[src/rtl/dmi_pkg.sv]
// rtl/dmi_pkg.sv - DMI constants, ROM entry type, sequencer states and command program (trace macro: DMI_TRACE_EN)
package dmi_pkg;

  localparam int DMI_WID = 32;

  // DM register addresses
  localparam logic [6:0] DATA0      = 7'h04;
  localparam logic [6:0] DMCONTROL  = 7'h10;
  localparam logic [6:0] DMSTATUS   = 7'h11;
  localparam logic [6:0] HARTINFO   = 7'h12;
  localparam logic [6:0] ABSTRACTCS = 7'h16;
  localparam logic [6:0] COMMAND    = 7'h17;
  localparam logic [6:0] HALTSUM0   = 7'h40;

  typedef enum logic [1:0] {
    DMI_NOP   = 2'd0,
    DMI_READ  = 2'd1,
    DMI_WRITE = 2'd2,
    DMI_RSVD  = 2'd3
  } dmi_op_e;

  localparam logic [1:0] RESP_OK     = 2'd0;
  localparam logic [1:0] RESP_FAILED = 2'd2;

  localparam logic [2:0] CMDERR_NONE       = 3'd0;
  localparam logic [2:0] CMDERR_NOTSUP     = 3'd2;
  localparam logic [2:0] CMDERR_EXCEPTION  = 3'd3;
  localparam logic [2:0] CMDERR_HALTRESUME = 3'd4;

  // Abstract register number aliased to the per-hart scratch register
  localparam logic [15:0] REGNO_SCRATCH = 16'h1000;

  typedef enum logic [2:0] {
    S_IDLE  = 3'd0,
    S_ISSUE = 3'd1,
    S_RESP  = 3'd2,
    S_NEXT  = 3'd3,
    S_DONE  = 3'd4
  } seq_state_e;

  typedef struct packed {
    dmi_op_e              op;
    logic [6:0]           addr;
    logic [DMI_WID-1:0]   data;
  } dmi_entry_t;

  function automatic dmi_entry_t dmi_wr(input logic [6:0] addr, input logic [DMI_WID-1:0] data);
    dmi_entry_t e;
    e.op   = DMI_WRITE;
    e.addr = addr;
    e.data = data;
    return e;
  endfunction

  function automatic dmi_entry_t dmi_rd(input logic [6:0] addr);
    dmi_entry_t e;
    e.op   = DMI_READ;
    e.addr = addr;
    e.data = '0;
    return e;
  endfunction

  // Command program replayed by the sequencer; unlisted entries are nops
  function automatic dmi_entry_t dmi_program(input logic [31:0] idx);
    dmi_entry_t e;
    e.op   = DMI_NOP;
    e.addr = '0;
    e.data = '0;
    case (idx)
      0:  e = dmi_wr(DMCONTROL, 32'h8000_0000);
      1:  e = dmi_rd(DMCONTROL);
      2:  e = dmi_wr(DMCONTROL, 32'h0000_0001);
      3:  e = dmi_wr(DMCONTROL, 32'h8000_0001);
      4:  e = dmi_rd(DMSTATUS);
      5:  e = dmi_rd(HALTSUM0);
      6:  e = dmi_wr(DATA0, 32'hDEAD_BEEF);
      7:  e = dmi_wr(COMMAND, 32'h0003_1000);
      8:  e = dmi_wr(DATA0, 32'h0000_0000);
      9:  e = dmi_rd(DATA0);
      10: e = dmi_wr(COMMAND, 32'h0002_1000);
      11: e = dmi_rd(DATA0);
      12: e = dmi_rd(ABSTRACTCS);
      13: e = dmi_wr(DMCONTROL, 32'h4000_0001);
      14: e = dmi_wr(COMMAND, 32'h0002_1000);
      15: e = dmi_rd(ABSTRACTCS);
      16: e = dmi_wr(ABSTRACTCS, 32'h0000_0700);
      17: e = dmi_rd(ABSTRACTCS);
      18: e = dmi_wr(COMMAND, 32'h0100_0000);
      19: e = dmi_rd(ABSTRACTCS);
      20: e = dmi_wr(COMMAND, 32'h0002_1000);
      21: e = dmi_rd(ABSTRACTCS);
      22: e = dmi_wr(ABSTRACTCS, 32'h0000_0200);
      23: e = dmi_wr(DMCONTROL, 32'hC000_0001);
      24: e = dmi_wr(COMMAND, 32'h0002_0005);
      25: e = dmi_rd(ABSTRACTCS);
      26: e = dmi_wr(ABSTRACTCS, 32'h0000_0700);
      27: e = dmi_wr(DMCONTROL, 32'h4000_0001);
      28: e = dmi_wr(DMCONTROL, 32'h0020_0001);
      29: e = dmi_wr(DMCONTROL, 32'h8020_0001);
      30: e = dmi_rd(HALTSUM0);
      31: e = dmi_rd(DMSTATUS);
      32: e = dmi_wr(DMCONTROL, 32'h0021_0001);
      33: e = dmi_rd(DMSTATUS);
      34: e = dmi_wr(DMCONTROL, 32'h8021_0001);
      35: e = dmi_rd(HARTINFO);
      36: e = dmi_rd(7'h7F);
      37: e = dmi_rd(DMCONTROL);
      38: e = dmi_wr(DMCONTROL, 32'h0000_0003);
      39: e = dmi_rd(HALTSUM0);
      40: e = dmi_wr(DMCONTROL, 32'h8000_0003);
      41: e = dmi_rd(DMSTATUS);
      42: e = dmi_wr(DMCONTROL, 32'h0000_0001);
      43: e = dmi_wr(DMCONTROL, 32'h8000_0001);
      44: e = dmi_wr(DATA0, 32'h1234_5678);
      45: e = dmi_wr(COMMAND, 32'h0002_1000);
      46: e = dmi_rd(DATA0);
      48: begin
        e.op   = DMI_RSVD;
        e.addr = DATA0;
        e.data = 32'hFFFF_FFFF;
      end
      49: e = dmi_rd(DATA0);
      default: ;
    endcase
    return e;
  endfunction

  function automatic logic dmi_is_rw(input logic [31:0] idx);
    dmi_entry_t e;
    e = dmi_program(idx);
    return (e.op == DMI_READ) || (e.op == DMI_WRITE);
  endfunction

endpackage

[src/rtl/dmi_dm.sv]
// rtl/dmi_dm.sv - debug module register file and hart halt/scratch model
module dmi_dm
  import dmi_pkg::*;
#(
  parameter int WID           = 32,
  parameter int NUMBEROFCORES = 33
) (
  input  logic                     clk_i,
  input  logic                     rst_i,
  input  logic                     req_valid_i,
  input  logic                     req_write_i,
  input  logic [6:0]               req_addr_i,
  input  logic [WID-1:0]           req_wdata_i,
  output logic [WID-1:0]           rdata_o,
  output logic [1:0]               rop_o,
  output logic [NUMBEROFCORES-1:0] halted_o
);

  localparam logic [10:0] NC = 11'(NUMBEROFCORES);

  logic [WID-1:0]           data0_q, data0_d;
  logic                     dmactive_q, dmactive_d;
  logic                     ndmreset_q, ndmreset_d;
  logic [9:0]               hartsel_q, hartsel_d;
  logic [2:0]               cmderr_q, cmderr_d;
  logic [NUMBEROFCORES-1:0] halted_q, halted_d;
  logic [WID-1:0]           scratch_q [NUMBEROFCORES];

  logic           wr_en, wr_dmc, wr_data0, wr_abscs, wr_cmd;
  logic [9:0]     wsel;
  logic           wsel_exists, sel_exists, sel_halted, scratch_wr;
  logic [WID-1:0] sel_scratch;
  logic [31:0]    haltsum;

  assign wr_en    = req_valid_i && req_write_i;
  assign wr_dmc   = wr_en && (req_addr_i == DMCONTROL);
  assign wr_data0 = wr_en && (req_addr_i == DATA0);
  assign wr_abscs = wr_en && (req_addr_i == ABSTRACTCS);
  assign wr_cmd   = wr_en && (req_addr_i == COMMAND);
  assign wsel        = req_wdata_i[25:16];
  assign wsel_exists = {1'b0, wsel} < NC;
  assign sel_exists  = {1'b0, hartsel_q} < NC;

  // Per-selected-hart views (halted flag, scratch register) and the haltsum0 window
  always_comb begin
    sel_halted  = 1'b0;
    sel_scratch = '0;
    haltsum     = '0;
    for (int i = 0; i < NUMBEROFCORES; i++) begin
      if (hartsel_q == 10'(i)) begin
        sel_halted  = halted_q[i];
        sel_scratch = scratch_q[i];
      end
    end
    for (int i = 0; i < 32 && i < NUMBEROFCORES; i++) begin
      haltsum[i] = halted_q[i];
    end
  end

  // Next-state for dmcontrol, hart halt flags, data0, cmderr and abstract command
  always_comb begin
    dmactive_d = dmactive_q;
    ndmreset_d = ndmreset_q;
    hartsel_d  = hartsel_q;
    halted_d   = halted_q;
    data0_d    = data0_q;
    cmderr_d   = cmderr_q;
    scratch_wr = 1'b0;

    if (wr_dmc) begin
      dmactive_d = req_wdata_i[0];
      // Inactive DM, or a write that deactivates it, leaves every other field cleared
      if (dmactive_q && req_wdata_i[0]) begin
        ndmreset_d = req_wdata_i[1];
        hartsel_d  = wsel;
        if (wsel_exists) begin
          for (int i = 0; i < NUMBEROFCORES; i++) begin
            if (wsel == 10'(i)) begin
              if (req_wdata_i[31])      halted_d[i] = 1'b1;
              else if (req_wdata_i[30]) halted_d[i] = 1'b0;
            end
          end
        end
      end else begin
        ndmreset_d = 1'b0;
        hartsel_d  = '0;
      end
    end
    // ndmreset takes effect on the same edge it is written and holds harts clear
    if (ndmreset_d) halted_d = '0;

    if (wr_data0) data0_d = req_wdata_i;
    if (wr_abscs) cmderr_d = cmderr_q & ~req_wdata_i[10:8];

    if (wr_cmd && (cmderr_q == CMDERR_NONE)) begin
      if (req_wdata_i[31:24] != 8'd0)                cmderr_d = CMDERR_NOTSUP;
      else if (!sel_halted)                          cmderr_d = CMDERR_HALTRESUME;
      else if (req_wdata_i[15:0] != REGNO_SCRATCH)   cmderr_d = CMDERR_EXCEPTION;
      else if (req_wdata_i[17]) begin
        if (req_wdata_i[16]) scratch_wr = 1'b1;
        else                 data0_d    = sel_scratch;
      end
    end
  end

  // Register read mux; unknown addresses read as zero
  always_comb begin
    rdata_o = '0;
    rop_o   = RESP_OK;
    if (req_valid_i && !req_write_i) begin
      case (req_addr_i)
        DATA0:      rdata_o = data0_q;
        DMCONTROL: begin
          rdata_o[0]     = dmactive_q;
          rdata_o[1]     = ndmreset_q;
          rdata_o[25:16] = hartsel_q;
        end
        DMSTATUS: begin
          rdata_o[3:0] = 4'd2;
          rdata_o[7]   = 1'b1;
          rdata_o[9]   = sel_halted;
          rdata_o[8]   = sel_halted;
          rdata_o[11]  = sel_exists && !sel_halted;
          rdata_o[10]  = sel_exists && !sel_halted;
          rdata_o[15]  = !sel_exists;
          rdata_o[14]  = !sel_exists;
        end
        ABSTRACTCS: begin
          rdata_o[3:0]  = 4'd1;
          rdata_o[10:8] = cmderr_q;
        end
        HALTSUM0:   rdata_o[31:0] = haltsum;
        default:    ;
      endcase
    end
  end

  // Control/status state registers
  always_ff @(posedge clk_i or posedge rst_i) begin
    if (rst_i) begin
      data0_q    <= '0;
      dmactive_q <= 1'b0;
      ndmreset_q <= 1'b0;
      hartsel_q  <= '0;
      cmderr_q   <= '0;
      halted_q   <= '0;
    end else begin
      data0_q    <= data0_d;
      dmactive_q <= dmactive_d;
      ndmreset_q <= ndmreset_d;
      hartsel_q  <= hartsel_d;
      cmderr_q   <= cmderr_d;
      halted_q   <= halted_d;
    end
  end

  // Per-hart scratch registers written by abstract transfer, cleared by ndmreset
  always_ff @(posedge clk_i or posedge rst_i) begin
    if (rst_i) begin
      for (int i = 0; i < NUMBEROFCORES; i++) scratch_q[i] <= '0;
    end else if (ndmreset_d) begin
      for (int i = 0; i < NUMBEROFCORES; i++) scratch_q[i] <= '0;
    end else if (scratch_wr) begin
      for (int i = 0; i < NUMBEROFCORES; i++) begin
        if (hartsel_q == 10'(i)) scratch_q[i] <= data0_q;
      end
    end
  end

  assign halted_o = halted_q;

endmodule

[src/rtl/dmi_main.sv]
// rtl/dmi_main.sv - DMI host sequencer replaying the program ROM into dmi_dm (trace macro: DMI_TRACE_EN)
module dmi_main
  import dmi_pkg::*;
#(
  parameter int LEN           = 128,
  parameter int WID           = 32,
  parameter int NUMBEROFCORES = 33
) (
  input  logic                     clk,
  input  logic                     reset,
  output logic [NUMBEROFCORES-1:0] halted,
  output logic                     resp_valid,
  output logic [WID-1:0]           resp_data,
  output logic [1:0]               resp_op,
  output logic                     done
);

  localparam int IW = $clog2(LEN);
  localparam logic [IW-1:0] IDX_LAST = IW'(LEN - 1);

  seq_state_e     state_q, state_d;
  logic [IW-1:0]  idx_q, idx_d;
  logic [WID-1:0] resp_data_q, resp_data_d;
  logic [1:0]     resp_op_q, resp_op_d;

  dmi_entry_t     cur;
  logic           cur_rw, nxt_rw;
  logic           req_valid;
  logic [WID-1:0] dm_rdata;
  logic [1:0]     dm_rop;

  assign cur    = dmi_program(32'(idx_q));
  assign cur_rw = dmi_is_rw(32'(idx_q));
  assign nxt_rw = dmi_is_rw(32'(idx_q) + 32'd1);

  // Sequencer next-state and outputs; nops bypass ISSUE/RESP
  always_comb begin
    state_d     = state_q;
    idx_d       = idx_q;
    resp_data_d = resp_data_q;
    resp_op_d   = resp_op_q;
    req_valid   = 1'b0;
    resp_valid  = 1'b0;
    case (state_q)
      S_IDLE:  state_d = cur_rw ? S_ISSUE : S_NEXT;
      S_ISSUE: begin
        req_valid   = 1'b1;
        resp_data_d = dm_rdata;
        resp_op_d   = dm_rop;
        state_d     = S_RESP;
      end
      S_RESP: begin
        resp_valid = 1'b1;
        state_d    = S_NEXT;
      end
      S_NEXT: begin
        idx_d = idx_q + 1'b1;
        if (idx_d == IDX_LAST) state_d = S_DONE;
        else                   state_d = nxt_rw ? S_ISSUE : S_NEXT;
      end
      S_DONE:  ;
      default: state_d = S_IDLE;
    endcase
  end

  // Sequencer state registers
  always_ff @(posedge clk or posedge reset) begin
    if (reset) begin
      state_q     <= S_IDLE;
      idx_q       <= '0;
      resp_data_q <= '0;
      resp_op_q   <= RESP_OK;
    end else begin
      state_q     <= state_d;
      idx_q       <= idx_d;
      resp_data_q <= resp_data_d;
      resp_op_q   <= resp_op_d;
    end
  end

  assign resp_data = resp_data_q;
  assign resp_op   = resp_op_q;
  assign done      = (state_q == S_DONE);

  dmi_dm #(
    .WID           (WID),
    .NUMBEROFCORES (NUMBEROFCORES)
  ) u_dm (
    .clk_i       (clk),
    .rst_i       (reset),
    .req_valid_i (req_valid),
    .req_write_i (cur.op == DMI_WRITE),
    .req_addr_i  (cur.addr),
    .req_wdata_i (WID'(cur.data)),
    .rdata_o     (dm_rdata),
    .rop_o       (dm_rop),
    .halted_o    (halted)
  );

`ifdef DMI_TRACE_EN
  // Simulation trace of each completed response and of program completion
  always @(posedge clk) begin
    if (!reset && state_q == S_RESP)
      $display("DMI idx=%0d op=%0d addr=0x%02h wdata=0x%h rdata=0x%h resp_op=%0d",
               idx_q, cur.op, cur.addr, cur.data, resp_data_q, resp_op_q);
    if (!reset && state_q != S_DONE && state_d == S_DONE)
      $display("DMI program done");
  end
`endif

endmodule

[config.mk]
export PLATFORM = sky130hd
export DESIGN_NAME = dmi_main
export DESIGN_NICKNAME = d
export VERILOG_FILES = /design/src/rtl/dmi_pkg.sv /design/src/rtl/dmi_dm.sv /design/src/rtl/dmi_main.sv
export SDC_FILE = /design/constraint.sdc
export NUM_CORES = 2
export LEC_CHECK = 0
export CAP_MARGIN = 15
export CORE_MARGIN = 3
export CORE_UTILIZATION = 55
export DETAILED_ROUTE_END_ITERATION = 8
export PLACE_DENSITY = 0.82
export SETUP_SLACK_MARGIN = 0.15
export SYNTH_ARGS = -nofsm -noshare
export SYNTH_HDL_FRONTEND = slang
export SYNTH_HIERARCHICAL = 1
export SYNTH_SLANG_ARGS = --single-unit
[constraint.sdc]
create_clock -name clk -period 36.6 [get_ports clk]
set_input_delay 7.32 -clock clk [delete_from_list [all_inputs] [get_ports clk]]
set_output_delay 7.32 -clock clk [all_outputs]
set_load 0.02 [all_outputs]
# After elaboration in Yosys (flattened, before gate mapping)
# Cells that the tools add are included.
# op_classes
n_addsub,2
order_cmp,2
n_eq_ne,176
muxes,180
n_bitwise,2
n_reduce_logical,178
# ops
op,count
$mux 32,74
$pmux 41 s28,2
$mux 1056,2
$eq 10x5->1 const B,32
$reduce_and 5->1,33
$eq 10x4->1 const B,16
$eq 7x5->1 const B,20
$reduce_bool 2->1,70
$eq 8x6->1 const B,17
$mux 33,4
$eq 8x5->1 const B,16
$eq 7x6->1 const B,17
$eq 10x3->1 const B,8
$mux 1,78
$reduce_and 2->1,33
$eq 8x4->1 const B,8
$eq 7x4->1 const B,8
$eq 10x2->1 const B,4
$eq 7x3->1 const B,5
$eq 8x3->1 const B,4
$logic_not 32->1,1
$pmux 10 s3,1
$reduce_or 4->1,6
$eq 10x1->1 const B,2
other kinds (39),79
# word_totals
register_bits,1178
output_inout_bits,69

# Longest topological paths before layout
# depth
word_depth,40
depth_mapped,21
depth_no_buf,18

# Modules after synthesis
# The synthesis kept the hierarchy.
# modules_own_cells
module,n_inst,cells_each,area_each_um2,seq_area_each_um2
dmi_dm,1,5604,56081.3,28427.3
dmi_main,1,365,3404.5,1101.1

# Worst setup path after synthesis
# OpenSTA, ideal clock, no wires.
# synth_path
path_kind,register -> output
start,register state_q[1]
end,output done
t_arrival_ns,1.008
required_ns,29.280
setup_slack_ns,28.272
path_stages_with_launch,2
path_cell_list,dfrtp_1 nor3b_1
# synth_between
elab_chain_cells,1
# synth_lines
element,line_no,text
"start, declared",dmi_main.sv:21,"seq_state_e state_q, state_d;"
"start signal, assigned",dmi_main.sv:74,state_q <= state_d;
$eq 3x3->1,dmi_main.sv:83,assign done = (state_q == S_DONE);
"end, declared",dmi_main.sv:15,output logic done
# No other way between the ends.

==> metrics list <==
* Yosys Warn Count: 6
- Netlist area before placement: 59500 µm²
* Total setup buffers inserted after CTS: 0
* Detailed-router iteration count before antenna repair: 9
- The floorplan has 120 rows.
- For the worst flop-to-flop path, the logic depth is 17.
- The area growth from synthesis to layout is 8.76%.
- Number of cells upsized or downsized after cts: 0
- Startpoint of the worst-slack reg-to-reg timing path: idx_q[1]
- Clock-pin slew was measured on the worst setup and hold paths at 0.06 ns.
* Weighted congestion reported at the end of routability-driven placement: 0.952
- Relative slew slack: 14.5%
- Setup violations remaining at the end of the flow were counted as 0.
* Pwr Density: 39.0 nW/µm²
- From bottom edge to top edge, the die measures 335 µm.
- STA puts the critical path data required time at 37.30 ns.
- Max Clk Rate: 0.0862 GHz
- Fin crit period: 11.60 ns
* Arrival time at the worst endpoint: 12.30 ns
* Max stage delay cell, worst path: buf_4
- Total Die Area: 112000 µm²
- In the final layout, the multi-input gates occupy 27500 µm².
- Averaged over all synthesized cells, the footprint is 9.97 µm².
- After technology mapping, the gate count stands at 5969.
* Clk_lat worst skew: 0.72 ns
- Max-cap violations in this run came to 0.
* Cell chosen for the clock root: clkbuf_16
- Synthesis inferred 1180 register bits.
- Total number of nets in the final design: 5747
- For this block, the initial DRC count from the detailed router was 7560.
- Wire length per cell after detailed routing: 26.2 µm
- Traced cell by cell, the critical path runs through clkdlybuf4s50_1 -> clkinvlp_4 -> buf_4 -> buf_4 -> buf_4 -> buf_4 -> buf_4.
- Number of enable-type register cells in the synthesized netlist: 0
- Gate family responsible for the most delay along the worst path: buffers and inverters
* Routed Wire Length: 190000 µm
* Critical path's largest stage delay: 0.96 ns
- The run finished, with violations left.
- Post-synth ARST share: 100%
* Port bufs: 70
- Post-synthesis cell type with the largest combined area: dfrtp_1
- Dominant cells by area after synthesis: dfrtp_1, mux2i_1, nand2_1, clkbuf_1, a21oi_1
- P_leak: 35.1 nW
* Total area of sequential cells: 29500 µm²
* Most common cell in the netlist: nand2_1
* Sink of the worst hold path: resp_data[27]
* Share of synthesized area occupied by flip-flops and latches: 49.6%
- Global routing finished with a remaining overflow of 0.
* Most used cell, CP: buf_4
- Hold buffers post-CTS: 0
- The number of global-route vias before repair was 48998.
- In the finished design, the share of the clock period the worst path needs comes to 31.7%.
- Post-route DRC violation count: 2
* Transition at the pin with the smallest max-transition slack: 1.28 ns
- For this run, the leading register cell type out of synthesis is dfrtp_1.
* Count of antenna-violating nets left after detailed routing: 0
* Destination of the worst register-to-register timing path: u_dm/scratch_q[649]
- Summed over all nets, the half-perimeter wirelength after detailed placement is 112000 µm.
* Filler Cell Count: 8326
* Wire length of the first global-routing pass: 289000 µm
- In the final layout, the share of cells above drive strength 1 is 8.46%.
* Number of top-level pins: 71
- Distinct cells, synth: 97
- Final cell utilization of the core: 60.4%
- Counting instances, the worst hold path has a depth of 1.
- H-Tree Depth: 3
- Once the floorplan was initialized, standard cells occupied 55.5% of the core.
* Clock Tree Buf Depth: 3
- Max Transition Viols Final: 0
- Total track usage: 33.0%
* Number of buffers and inverters on the critical path: 7
- Type of element launching the critical path: input port
* Sort of element at the end of the critical path: async pin
- Setup repair after global routing left no endpoint under its margin.
- Clock tree synthesis inserted a total of 115 buffers.
- The worst hold path begins at resp_data[27].
- Share of Yosys cell area claimed by the top area cell type: 49.6%
- Final worst hold slack: 0.504 ns
- After detailed routing, the number of vias per cell comes to 6.80.
- The worst setup path is of the input port to async pin kind.
- Largest vdd supply drop: 39.0 µV
- In this run the standard cell core region covers 107000 µm².
- Entering global routing, the biggest net connects 261 pins.
- Clock skew on the completed layout was measured at 0.0432 ns.
* Worst-path maximum fanout: 81
* Worst reg-to-reg setup slack: 28.20 ns
- Antenna violations before repair: 6
- The min-delay analysis places its worst path in the category flop to flop.
- The final reports fail on design-rule violations.
* Fin. Hold Viols: 0
- Clock tree from TritonCTS: yes
- CTS Sinks: 1180
* Most common library cells after synthesis: nand2_1, dfrtp_1, mux2i_1
* Total via count after detailed routing: 49130
* Die span in x: 335 µm
- Setup total negative slack on the finished layout was measured at 0 ns.
-- stage by stage --
| stage | power (mW) | instances | setup WS, ns | area [µm²] |
|---|---|---|---|---|
| after floorplan | 1.35 | 5970 | 13.60 | 59500 |
| after global placement | 1.36 | 7013 | 24.23 | 60700 |
| after detailed placement | 1.36 | 7013 | 24.14 | 60700 |
| after CTS | 2.53 | 7218 | 24.88 | 64400 |
| after global routing | 2.58 | 7228 | 24.39 | 64700 |
| final | 2.52 | 7230 | 25.00 | 64700 |
-- worst max-delay path by stage --
stage	depth (start not counted)	from	slack [ns]	to
after floorplan	1	reset	13.60	u_dm/cmderr_q[0]
after global placement	7	reset	24.23	u_dm/scratch_q[316]
after detailed placement	7	reset	24.14	u_dm/scratch_q[316]
after CTS	7	reset	24.88	u_dm/scratch_q[293]
after global routing	7	reset	24.39	u_dm/scratch_q[229]
final	7	reset	25.00	u_dm/data0_q[3]
-- power breakdown --
| part | switching [mW] | leakage, nW | internal (mW) | total [mW] |
|---|---|---|---|---|
| sequential | 0.0000584 | 16.2 | 1.30 | 1.30 |
| clock | 0.513 | 1.85 | 0.676 | 1.19 |
| combinational | 0.0253 | 17.0 | 0.00152 | 0.0269 |
-- kinds of logic after synthesis --
kind of cell | after synthesis | share of synthesized area [%]
AOI/OAI and AO/OA | 990 | 11.7
buffers and inverters | 594 | 4.65
adders and majority gates | 8 | 0.168
other | 1 | 0.00630
DFF | 1180 | 49.6
xor gates and xnor gates | 15 | 0.233
and+or+nand+nor | 2083 | 14.9
muxes | 1098 | 18.7
-- final cells by class --
type | count | area share, %
clock buffer | 180 | 5.37
multi-input combinational | 4196 | 42.6
inverter | 28 | 0.176
clock inverter | 25 | 0.431
sequential | 1180 | 45.7
antenna | 2 | 0.00774
timing repair buffer | 216 | 3.07
tap | 1403 | 2.71
-- flip-flops by register name, summed over array words and instances, names as in the netlist --
signal           count
state_q              3
u_dm/scratch_q    1056
idx_q                7
u_dm/cmderr_q        3
resp_data           32
resp_op              2
u_dm/dmactive_q      1
u_dm/ndmreset_q      1
u_dm/data0_q        32
u_dm/hartsel_q      10
u_dm/halted_o       33
-- routing by layer --
metal / vias to the layer above / global-route usage, % / routed length (µm) / part of all wire (%)
met5: - / 0 / 60 / 0.032
met3: 805 / 9.43 / 24100 / 13
li1: 20471 / - / - / -
met4: 8 / 18.4 / 11900 / 6.3
met2: 3438 / 49.2 / 82500 / 44
met1: 24408 / 43.6 / 71000 / 37
-- cells in the final DEF, fill, tap and decap left out, drive strengths merged, types with 74 or more instances in the layout --
cell,count
clkbuf,181
dfrtp,1180
a21oi,266
nand2,1410
o21ai,120
nor3,74
o221ai,79
nor2,298
a22oi,103
o22ai,116
nand3,74
buf,145
mux2i,1030
Note: power is estimated with default switching activity, not from simulation.
